`config.mk`:
```
export PLATFORM = sky130hd
export DESIGN_NAME = btn_trigger
export DESIGN_NICKNAME = d
export VERILOG_FILES = /design/src/rtl/btn_trigger_pkg.sv /design/src/rtl/sync2.sv /design/src/rtl/btn_trigger.sv
export SDC_FILE = /design/constraint.sdc
export NUM_CORES = 1
export LEC_CHECK = 0
export ABC_AREA = 1
export BUFFER_PORTS_ARGS = -buffer_cell sky130_fd_sc_hd__buf_2
export CAP_MARGIN = 40
export CORE_ASPECT_RATIO = 1.5
export CORE_MARGIN = 2
export CORE_UTILIZATION = 57
export DETAILED_ROUTE_END_ITERATION = 12
export PLACE_DENSITY = 0.83
export SLEW_MARGIN = 20
export SYNTH_ARGS = -nofsm -noshare
export SYNTH_HDL_FRONTEND = slang
export SYNTH_SLANG_ARGS = --single-unit
```
`constraint.sdc`:
```
create_clock -name clk -period 2.96 [get_ports clk]
set_clock_uncertainty 0.1 [all_clocks]
set_input_delay 0.296 -clock clk [delete_from_list [all_inputs] [get_ports clk]]
set_output_delay 0.296 -clock clk [all_outputs]
set_load 0.03 [all_outputs]
```
`src/rtl/btn_trigger_pkg.sv`:
```
// Shared state encodings and default timing constants for the button trigger.
package btn_trigger_pkg;

    typedef logic [1:0] state_t;

    localparam state_t ST_IDLE         = 2'd0;
    localparam state_t ST_PRESS_WAIT   = 2'd1;
    localparam state_t ST_HELD         = 2'd2;
    localparam state_t ST_RELEASE_WAIT = 2'd3;

    localparam int DEF_DEBOUNCE_CYCLES = 4;
    localparam int DEF_CNT_W           = 20;
    localparam int DEF_REPEAT_EN       = 1;
    localparam int DEF_REPEAT_DELAY    = 10;
    localparam int DEF_REPEAT_PERIOD   = 5;

endpackage

```
`src/rtl/sync2.sv`:
```
// Two-flop synchronizer for asynchronous board inputs; q is the second flop.
module sync2 #(
    parameter int W = 1
) (
    input  logic         clk,
    input  logic         reset,
    input  logic [W-1:0] d,
    output logic [W-1:0] q
);
    logic [W-1:0] meta;

    always_ff @(posedge clk or negedge reset) begin
        if (!reset) begin
            meta <= '0;
            q    <= '0;
        end else begin
            meta <= d;
            q    <= meta;
        end
    end
endmodule

```
`src/rtl/btn_trigger.sv`:
```
// Debounced push-button trigger: synchronize, qualify press/release over
// DEBOUNCE_CYCLES samples, emit one-cycle pulses with optional auto-repeat.
module btn_trigger
    import btn_trigger_pkg::*;
#(
    parameter int DEBOUNCE_CYCLES = DEF_DEBOUNCE_CYCLES,
    parameter int CNT_W           = DEF_CNT_W,
    parameter int REPEAT_EN       = DEF_REPEAT_EN,
    parameter int REPEAT_DELAY    = DEF_REPEAT_DELAY,
    parameter int REPEAT_PERIOD   = DEF_REPEAT_PERIOD
) (
    input  logic clk,
    input  logic reset,
    input  logic btn_raw,
    output logic t,
    output logic level
);
    localparam logic [CNT_W-1:0] DEB_C = CNT_W'(DEBOUNCE_CYCLES);
    localparam logic [CNT_W-1:0] DLY_C = CNT_W'(REPEAT_DELAY);
    localparam logic [CNT_W-1:0] PER_C = CNT_W'(REPEAT_PERIOD);
    localparam logic [CNT_W-1:0] ONE_C = CNT_W'(1);

    logic             btn_s;
    state_t           state, state_n;
    logic [CNT_W-1:0] dcnt, dcnt_n, dcnt_inc;
    logic [CNT_W-1:0] rcnt, rcnt_n, rcnt_inc;
    logic [CNT_W-1:0] rep_target;
    logic             rep, rep_n;
    logic             t_n, level_n;

    sync2 #(.W(1)) u_sync (
        .clk   (clk),
        .reset (reset),
        .d     (btn_raw),
        .q     (btn_s)
    );

    // Saturating increments: counters stick at all-ones instead of wrapping.
    assign dcnt_inc = (&dcnt) ? dcnt : dcnt + ONE_C;
    assign rcnt_inc = (&rcnt) ? rcnt : rcnt + ONE_C;

    // rep marks that the first repeat has fired; later repeats use the period.
    assign rep_target = rep ? PER_C : DLY_C;

    always_comb begin
        state_n = state;
        dcnt_n  = dcnt;
        rcnt_n  = rcnt;
        rep_n   = rep;
        t_n     = 1'b0;
        level_n = level;
        case (state)
            ST_IDLE: begin
                if (btn_s) begin
                    state_n = ST_PRESS_WAIT;
                    dcnt_n  = ONE_C;
                end
            end
            ST_PRESS_WAIT: begin
                if (!btn_s) begin
                    state_n = ST_IDLE;
                    dcnt_n  = '0;
                end else if (dcnt_inc >= DEB_C) begin
                    state_n = ST_HELD;
                    t_n     = 1'b1;
                    level_n = 1'b1;
                    dcnt_n  = '0;
                    rcnt_n  = '0;
                    rep_n   = 1'b0;
                end else begin
                    dcnt_n = dcnt_inc;
                end
            end
            ST_HELD: begin
                // Release takes priority over a coincident repeat pulse.
                if (!btn_s) begin
                    state_n = ST_RELEASE_WAIT;
                    dcnt_n  = ONE_C;
                end else if (REPEAT_EN != 0) begin
                    // The !t term keeps pulses one cycle apart when a delay of 1 is used.
                    if (rcnt_inc >= rep_target && !t) begin
                        t_n    = 1'b1;
                        rcnt_n = '0;
                        rep_n  = 1'b1;
                    end else begin
                        rcnt_n = rcnt_inc;
                    end
                end
            end
            ST_RELEASE_WAIT: begin
                if (btn_s) begin
                    state_n = ST_HELD;
                    dcnt_n  = '0;
                    rcnt_n  = '0;
                    rep_n   = 1'b0;
                end else if (dcnt_inc >= DEB_C) begin
                    state_n = ST_IDLE;
                    level_n = 1'b0;
                    dcnt_n  = '0;
                end else begin
                    dcnt_n = dcnt_inc;
                end
            end
            default: begin
                state_n = ST_IDLE;
                dcnt_n  = '0;
                rcnt_n  = '0;
                rep_n   = 1'b0;
                level_n = 1'b0;
            end
        endcase
    end

    always_ff @(posedge clk or negedge reset) begin
        if (!reset) begin
            state <= ST_IDLE;
            dcnt  <= '0;
            rcnt  <= '0;
            rep   <= 1'b0;
            t     <= 1'b0;
            level <= 1'b0;
        end else begin
            state <= state_n;
            dcnt  <= dcnt_n;
            rcnt  <= rcnt_n;
            rep   <= rep_n;
            t     <= t_n;
            level <= level_n;
        end
    end
endmodule

```
# == Word level (Yosys, flattened, before mapping) ==
# Index checks and enable logic that the tools add are counted.
# word_totals
ff_bits,47
output_inout_bits,2
in_bits,3
word_cells,75
# op_classes
reduce_logical,12
muxes,37
eq_ne,14
add_sub_neg,2
order_cmp,2
# op_table
op,count
$mux W20,12
$pmux W20 S4,1
$pmux W20 S3,1
$add A20 B1 Y20 const B,2
$reduce_and A20 Y1,2
$ge A20 B3 Y1 const B,1
$ge A20 B4 Y1,1
$mux W1,12
$mux W2,6
$ne A2 B2 Y1 const B,5
$reduce_and A5 Y1,2
$ne A2 B1 Y1 const B,4
$pmux W2 S4,1
$reduce_and A6 Y1,1
$eq A2 B2 Y1 const B,2
$mux W4,1
$pmux W1 S2,2
$reduce_and A4 Y1,1
$ne A3 B2 Y1 const B,1
$ne A3 B3 Y1 const B,1
$pmux W1 S3,1
$reduce_bool A3 Y1,1
$eq A2 B1 Y1 const B,1
$logic_not A2 Y1,1
other kinds (4),4

# == Depth between registers and ports, before layout ==
# Gate-level depths: netlist of run 1.
# logic_depth
depth_word,7
ltp_mapped,26
mapped_depth_nobuf,25

# == Hierarchy ==
# From an unflattened synthesis of run 1, not the netlist that was laid out.
# hier_totals
cells_unflattened,517
hier_area_um2,3347.0
# by_module_without_submodules
module,seq_area_each_um2,area_per_inst_um2,n_inst,cells_each
btn_trigger,1126.1,3296.9,1,515
sync2,50.0,50.0,1,2

# == Least setup slack after synthesis of run 1 ==
# No wires, ideal clock.
# synth_timing
kind,reg-to-reg
from,register rcnt[0]
to,register rcnt[10]
period_less_slack_ps,3031
required_ps,2795
arrival_ps,2866
setup_ps,65
slack_ps,-71
stages_incl_launch_ff,25
path_buffers,2
path_cell_list,dfrtp_1 > ha_1 > nand2_1 > nor2_2 > nand2_1 > inv_2 > nand3_4 > buf_4 > xor2_1 > inv_1 > ha_1 > o21ai_0 > nand2_1 > nand2_1 > nand2_1 > nand2_1 > nand2_1 > nor2_1 > nand3_1 > nor2_2 > nand3_2 > a21oi_4 > buf_8 > nand3_1 > nand2_1
# synth_via
elab_chain_cells,7
elab_cells_between_ends,8
classes_between,1 x add/sub; 1 x order compare; 4 x mux; 2 x reduce/logical
# synth_rtl
element,line,rtl
from (decl),btn_trigger.sv:26,"logic [CNT_W-1:0] rcnt, rcnt_n, rcnt_inc;"
from (signal assigned),btn_trigger.sv:125,rcnt <= rcnt_n;
$add A20 B1 Y20 or $reduce_and A20 Y1 (tied branches),btn_trigger.sv:40,assign rcnt_inc = (&rcnt) ? rcnt : rcnt + ONE_C;
$mux W20 *,btn_trigger.sv:40,
$ge A20 B4 Y1,btn_trigger.sv:81,if (rcnt_inc >= rep_target && !t) begin
$logic_and A1 B1 Y1,btn_trigger.sv:81,
$mux W20 *,btn_trigger.sv:81,
$mux W20 *,btn_trigger.sv:76,if (!btn_s) begin
$pmux W20 S3 *,btn_trigger.sv:52,case (state)
# Mark *: on every way between the ends. The rest lies on a longest branch, timed or not. The select of a mux whose other input is x is not followed.
# A chain may end at the register's enable or synchronous reset.

# == Final worst setup path of run 1 ==
# layout_timing
from,register rcnt[1]
to,register rcnt[9]
# Same word-level chain as after synthesis.

==> key figures, run 1 <==
Die
  • # IOs: 5
  • Site Rows: 34
  • Die area: 6647 µm²
  • Chip height: around 99 µm
  • Placeable Area: a little under 6000 µm²
  • Initial core utilization: 0.5910
  • Chip width: 67.24 µm

Logic synthesis
  • Sequential share of the synthesized area: 0.3439
  • Post-synth net total: 511
  • Syn Inst Count: 497
  • Synth area leader: dfrtp_1
  • Yosys reg bits: 47
  • Synthesized area: 3420 µm²
  • Post-synth cell types: 32
  • Post-synth top area share: 0.3439
  • Area contributors post-synth: dfrtp_1 (34%), nand2_1 (16%), nor2_1 (8.5%)
  • Yosys warns: 0
  • Syn_area_per_cell: 6.880 µm²

Global route
  • Gr usage total: 0.2870
  • First-pass GRT wire length: 14720 µm
  • Vias in the first global route: 3444
  • Number of antenna violations at the first check in global routing: 0
  • Grt ovf: 0
  • Pin count of the biggest net entering global routing: 26

Placement
  • DPL Wire Length: 5940 µm
  • Placed cells: between 500 and 600
  • GPL Wtd Cong: a little over 0.9
  • PortBufs: 4
  • Pre-CTS setup slack: -0.06055 ns

Clocking
  • Clock latency at the later pin of the worst-skew pair: 0.32 ns
  • Clk buf depth: 2
  • Clock Tree Root: clkbuf_8
  • Total CTS buffers: 5
  • CTS tree: done
  • Clock sinks: 47
  • Clock transition at path regs: 0.10 ns
  • H-tree depth: 2

Drt
  • DRC Markers: 0
  • Post-route ant nets: 0
  • Drt total wl: 8846 µm
  • Via Count: 3408
  • Via-to-Cell Ratio: 5.532
  • Initial DRC Count: 228
  • First-pass DRT Iterations: 5
  • Wire per inst: 14.36 µm

Timing
  • Final Critical Period: 3.112 ns
  • Final TNS setup: -2.740 ns
  • Max-slew violation count: 0
  • Worst Tran Pin Value: around 0.7 ns
  • Hold slack: approximately 0.27 ns
  • Final Hold Fails: 0
  • Count of final setup violators: 21
  • Post-route clock period utilization: 1.051
  • Fin worst setup slack: -0.1518 ns
  • RSZ-0062 raised after global routing: true
  • Achievable frequency: 321.4 MHz
  • Slew HR: 0.5373

Worst setup path
  • Slowest-stage cell, CP: dfrtp_1
  • Critical path peak fanout: 7
  • Crit-path max cell delay: 0.40 ns
  • Worst path cell trace: ha_4, nand2_4, nor2_4, nand2_2, buf_4, buf_4, buf_4, buf_4, buf_4, buf_4, buf_4, xnor2_1, nor2_1, nand4_1, nor2_2, nand3_2, a21oi_4, buf_12, buf_12, nand3_1, nand2_1
  • CP required: 3.11 ns
  • Critical path arrival: 3.26 ns
  • Crit. End Element: flop
  • Critical Path Source Type: flop
  • Most frequent CP cell: buf_4
  • Crit path kind: reg -> reg

Power and ir drop
  • Power per cell area: 533.2 nW/µm²
  • Leak Pwr: 2.012 nW
  • Peak VDD IR: approximately 400 µV

Run
  • Max Cap Viol: 0

Outcome
  • Failing checks: negative setup slack
  • Status: complete, but fails checks

Cells and area
  • Nets@finish: between 500 and 600
  • Antenna diode count: 0
  • Final std cells w/o fill: 616
  • Fill cell count: 457
  • Synth-to-Final Area Change: 18.99%
  • Share of layout cells above drive strength 1: 0.2077

Worst hold path
  • Hold Path Class: reg -> reg
-- power by group --
part / leakage, nW / internal, mW / switching (mW)
sequential: 0.641 / 0.690 / 0.0472
clock: 0.0587 / 0.256 / 0.243
combinational: 1.31 / 0.324 / 0.609
total: 2.01 / 1.27 / 0.899
-- repair_timing --
action / 4_1_cts / 5_1_grt
endpoints found under the setup margin: 21 / 22
gates cloned: 1 / 0
hold buffers: 2 / 0
pin swaps: 9 / 9
buffers inserted: 14 / 6
gates resized for setup: 12 / 15
endpoints found under the hold margin: 23 / 0
-- registers in the layout, indices dropped and copies added (netlist names), named ones only --
signal and flops:
dcnt 20, level 1, rcnt 20, rep 1, state 1, t 1
u_sync.meta 1, u_sync.q 1
-- worst max-delay path: cells and delay by family (launching register included) --
| family | cells | cell delay [ns] |
|---|---|---|
| AND/OR/NAND/NOR | 9 | 0.96 |
| XOR/XNOR | 1 | 0.11 |
| buffers and inverters | 9 | 1.13 |
| adder cells (fa/ha/maj) | 1 | 0.16 |
| flip-flops | 1 | 0.40 |
| AO/OA/AOI/OAI | 1 | 0.20 |
-- area by class of cell --
type                       instances  area, µm²  share of cell area
timing repair buffer              49      416.7              0.1024
inverter                          65      246.5             0.06058
clock buffer                       5      68.82             0.01691
tap                               72      90.09             0.02214
sequential                        47       1177              0.2894
clock inverter                     3      47.55             0.01169
multi-input combinational        375       2022              0.4969
-- worst paths after layout --
| check | from | end | slack [ns] | cells after the start |
|---|---|---|---|---|
| worst max register to register | rcnt[1]$_DFFE_PN0P_ | rcnt[9]$_DFFE_PN0P_ | -0.15 | 21 |
| min in group asynchronous | reset | rcnt[8]$_DFFE_PN0P_ | 0.39 | 2 |
| worst min register to register | u_sync.meta$_DFF_PN0_ | u_sync.q$_DFF_PN0_ | 0.27 | 0 |
| max in group asynchronous | reset | dcnt[19]$_DFFE_PN0P_ | 1.84 | 3 |
| worst min-delay path | u_sync.meta$_DFF_PN0_ | u_sync.q$_DFF_PN0_ | 0.27 | 0 |
| worst max-delay path | rcnt[1]$_DFFE_PN0P_ | rcnt[9]$_DFFE_PN0P_ | -0.15 | 21 |
-- cell usage after synthesis --
master / instances
nand3b_1: 3
or2_2: 1
a21oi_4: 1
a21oi_1: 3
nand3_2: 10
xnor2_1: 4
o21ai_1: 2
ha_1: 11
nor2_1: 77
inv_2: 3
nor3_1: 4
nand3_4: 2
nand2_1: 150
o22ai_1: 1
nor2_4: 5
nand4_1: 11
o21ai_0: 13
buf_4: 1
nand3_1: 46
buf_2: 2
nor3_2: 1
nor2_2: 7
xor2_1: 13
inv_1: 62
buf_6: 4
and2_1: 2
dfrtp_1: 47
clkbuf_1: 2
nand2_2: 5
buf_8: 1
o211ai_1: 2
nand2_4: 1
-- cells by family (layout without fill, tap and decap cells) --
family,Yosys count,count (layout),share of synthesized area
AO/OA/AOI/OAI,22,22,0.03732
XOR/XNOR,17,17,0.04354
buffers and inverters,75,122,0.09623
adder cells (fa/ha/maj),11,11,0.04025
flip-flops,47,47,0.3439
AND/OR/NAND/NOR,325,325,0.4387
-- cell usage in the layout (no fill, tap or decap), types with 9 or more instances in the layout --
cell type    n
nand2_1    146
nor2_1      72
inv_1       60
dfrtp_1     46
nand3_1     39
buf_4       38
nand3_2     16
o21ai_0     12
xor2_1      12
nand4_1     11
ha_1        10
nor2_2       9
-- through the flow --
step                      cell area, µm²    util  power, mW
after floorplan                     3436       -      1.372
after global placement              3647  0.6304      1.513
after detailed placement            3667  0.6339      1.545
after CTS                           4004  0.6920      2.167
after global routing                4069  0.7033      2.311
final                               4069  0.7033      2.169
-- layer usage --
metal / vias up / GRT usage / share of wire
li1: 1644 / - / -
met1: 1588 / 0.2838 / 0.35
met2: 124 / 0.5278 / 0.55
met3: 52 / 0.03995 / 0.040
met4: 0 / 0.1915 / 0.063
met5: - / 0 / 0
Note: power is estimated with default switching activity, not from simulation.
==> run 2, diff against run 1 <==
--- a/config.mk
+++ b/config.mk
@@ -13,6 +13,7 @@
 export CORE_UTILIZATION = 57
 export DETAILED_ROUTE_END_ITERATION = 12
 export PLACE_DENSITY = 0.83
+export SETUP_SLACK_MARGIN = 0.1
 export SLEW_MARGIN = 20
 export SYNTH_ARGS = -nofsm -noshare
 export SYNTH_HDL_FRONTEND = slang
==> run 2 against run 1 <==
The flow still finishes with violations (negative setup slack). Global-route usage increased by 0.54 points. Hold slack got worse by 0.0082 ns. Via count is 0.32% higher. Combinational power is 14% higher. Maximum frequency grew 0.25%. Clock-buffer cell count is the same. Utilization grew 0.67 points. Die area unchanged.
==> key figures, run 2 (synthesized netlist as in run 1, its figures left out) <==
Global route
  • Gr usage total: 0.2924
  • First-pass GRT wire length: roughly 15000 µm
  • Grt ovf: 0
  • Pin count of the biggest net entering global routing: 31
  • Number of antenna violations at the first check in global routing: 0
  • Vias in the first global route: 3405

Worst setup path
  • Critical Path Source Type: flop
  • Crit path kind: reg -> reg
  • CP required: 3.11 ns
  • Crit path launch: rcnt[11]$_DFFE_PN0P_
  • R2r endpoint: rcnt[14]$_DFFE_PN0P_
  • Critical path peak fanout: 5
  • Critical path arrival: 3.26 ns
  • Reg2Reg Setup Slack: -0.14 ns
  • Worst reg2reg path depth: 23
  • Crit. End Element: flop
  • RR Startpoint: rcnt[11]$_DFFE_PN0P_

Clocking
  • H-tree depth: 2
  • Clock Tree Root: clkbuf_8
  • Clk buf depth: 2
  • Clock latency at the later pin of the worst-skew pair: 0.31 ns
  • Clock transition at path regs: 0.09 ns
  • Clock sinks: 47
  • Total CTS buffers: 5
  • CTS tree: done

Timing
  • Final Hold Fails: 0
  • Final TNS setup: -2.387 ns
  • Final Critical Period: 3.104 ns
  • Slew HR: 0.6501
  • Worst Tran Pin Value: 0.5241 ns
  • Achievable frequency: 322.2 MHz
  • RSZ-0062 raised after global routing: true
  • Post-route clock period utilization: 1.049
  • Count of final setup violators: 21
  • Max-slew violation count: 0
  • Hold slack: 0.2570 ns
  • Fin worst setup slack: -0.1439 ns

Drt
  • Via-to-Cell Ratio: 5.550
  • Post-route ant nets: 0
  • Initial DRC Count: 339
  • First-pass DRT Iterations: 6
  • DRC Markers: 0
  • Via Count: 3419
  • Drt total wl: 9090 µm
  • Wire per inst: ~15 µm

Die
  • Die area: 6647 µm²
  • Initial core utilization: 0.5910
  • Chip height: 98.86 µm
  • Site Rows: 34
  • Chip width: 67.24 µm
  • # IOs: 5
  • Placeable Area: 5786 µm²

Cells and area
  • Share of layout cells above drive strength 1: 0.2132
  • Largest regs: dcnt (20), rcnt (20)
  • Nets@finish: 558
  • Commonest cells after routing, fill and taps aside: nand2_1 (145), nor2_1 (71), inv_1 (59)
  • Finished Core Util: 0.7100
  • FF/Latch Area: 1179 µm²
  • Antenna diode count: 0
  • Commonest non-fill, non-tap cell in the layout: nand2_1
  • Fill cell count: 431
  • Multi-input gate area: 2049 µm²
  • Synth-to-Final Area Change: 20.12%

Power and ir drop
  • Pwr Total: between 2 and 2.5 mW
  • Power per cell area: 532.5 nW/µm²
  • Peak VDD IR: 329.5 µV
  • Leak Pwr: slightly above 2 nW

Outcome
  • Failing checks: negative setup slack
  • Status: complete, but fails checks

Placement
  • PortBufs: 4
  • DPL Wire Length: 5833 µm
  • Pre-CTS setup slack: -0.02945 ns
  • GPL Wtd Cong: approximately 0.92

Worst hold path
  • Hold Startpoint: u_sync.meta$_DFF_PN0_
  • Endpoint, Worst Hold: u_sync.q$_DFF_PN0_
  • Hold Path Depth: 0
  • Hold Path Class: reg -> reg

Run
  • Max Cap Viol: 0
==> run 2: cell types whose count changed in the layout (fill, tap and decap cells not counted), moves of 2 or more <==
cell,before,now
nand3_1,39,42
buf_16,0,3
nand3_2,16,13
buf_12,4,2
inv_2,4,6
nor2_4,8,10
==> run 2: through the flow <==
step,instances,instance area [µm²]
finish,616,4108
global route,616,4108
CTS,610,3981
detailed placement,583,3642
global placement,582,3622
floorplan,497,3446
==> run 2: area by class of cell <==
class / count / area share
Sequential cell: 47 / 0.2869
Inverter: 65 / 0.05940
Tap cell: 72 / 0.02193
Clock inverter: 2 / 0.003351
Clock buffer: 5 / 0.01675
Multi-Input combinational cell: 375 / 0.4989
Timing Repair Buffer: 50 / 0.1127
==> run 2: layer usage <==
metal	track usage	share of wire	up-vias
met4	0.2088	0.073	0
met2	0.5202	0.53	141
li1	-	-	1644
met1	0.2913	0.36	1575
met3	0.05365	0.037	59
met5	0	0	-
==> run 2: worst max-delay path: stages (launching register included) <==
cell,delay (ns)
dfrtp_1,0.37
nand2_1,0.12
nor2_1,0.20
and2_4,0.22
nand3_4,0.12
inv_2,0.11
nor2_4,0.05
nor2_4,0.09
ha_1,0.25
o21ai_2,0.06
nand2_1,0.06
nand2_1,0.06
nand2_1,0.05
nand2_1,0.05
nand2_1,0.05
nor2_1,0.12
nand3_1,0.09
nor2_2,0.12
nand3_2,0.11
a21oi_4,0.19
buf_6,0.15
buf_16,0.13
nand3_2,0.06
nand2_1,0.09
==> run 2: worst max-delay path by stage <==
stage / to / slack (ns)
3_5_place_dp: rcnt[5]$_DFFE_PN0P_ / -0.03
4_1_cts: rcnt[5]$_DFFE_PN0P_ / 0.07
5_1_grt: rcnt[14]$_DFFE_PN0P_ / -0.30
3_3_place_gp: rcnt[0]$_DFFE_PN0P_ / 0.07
6_report: rcnt[14]$_DFFE_PN0P_ / -0.14
2_1_floorplan: rcnt[3]$_DFFE_PN0P_ / 0.02
==> run 2: what timing repair did <==
action | in CTS | in global routing
buffers inserted | 15 | 6
hold buffers | 2 | 0
gates resized for setup | 14 | 19
endpoints found under the hold margin | 18 | 0
pin swaps | 11 | 19
cloned | 3 | 0
setup endpoints to repair | 21 | 22
==> run 2: where the power goes <==
group          internal [mW]  switching, mW  total [mW]  leakage, nW
sequential             0.690         0.0490       0.739        0.639
combinational          0.412          0.650        1.06         1.34
clock                  0.162          0.225       0.387       0.0440
total                   1.26          0.924        2.19         2.02
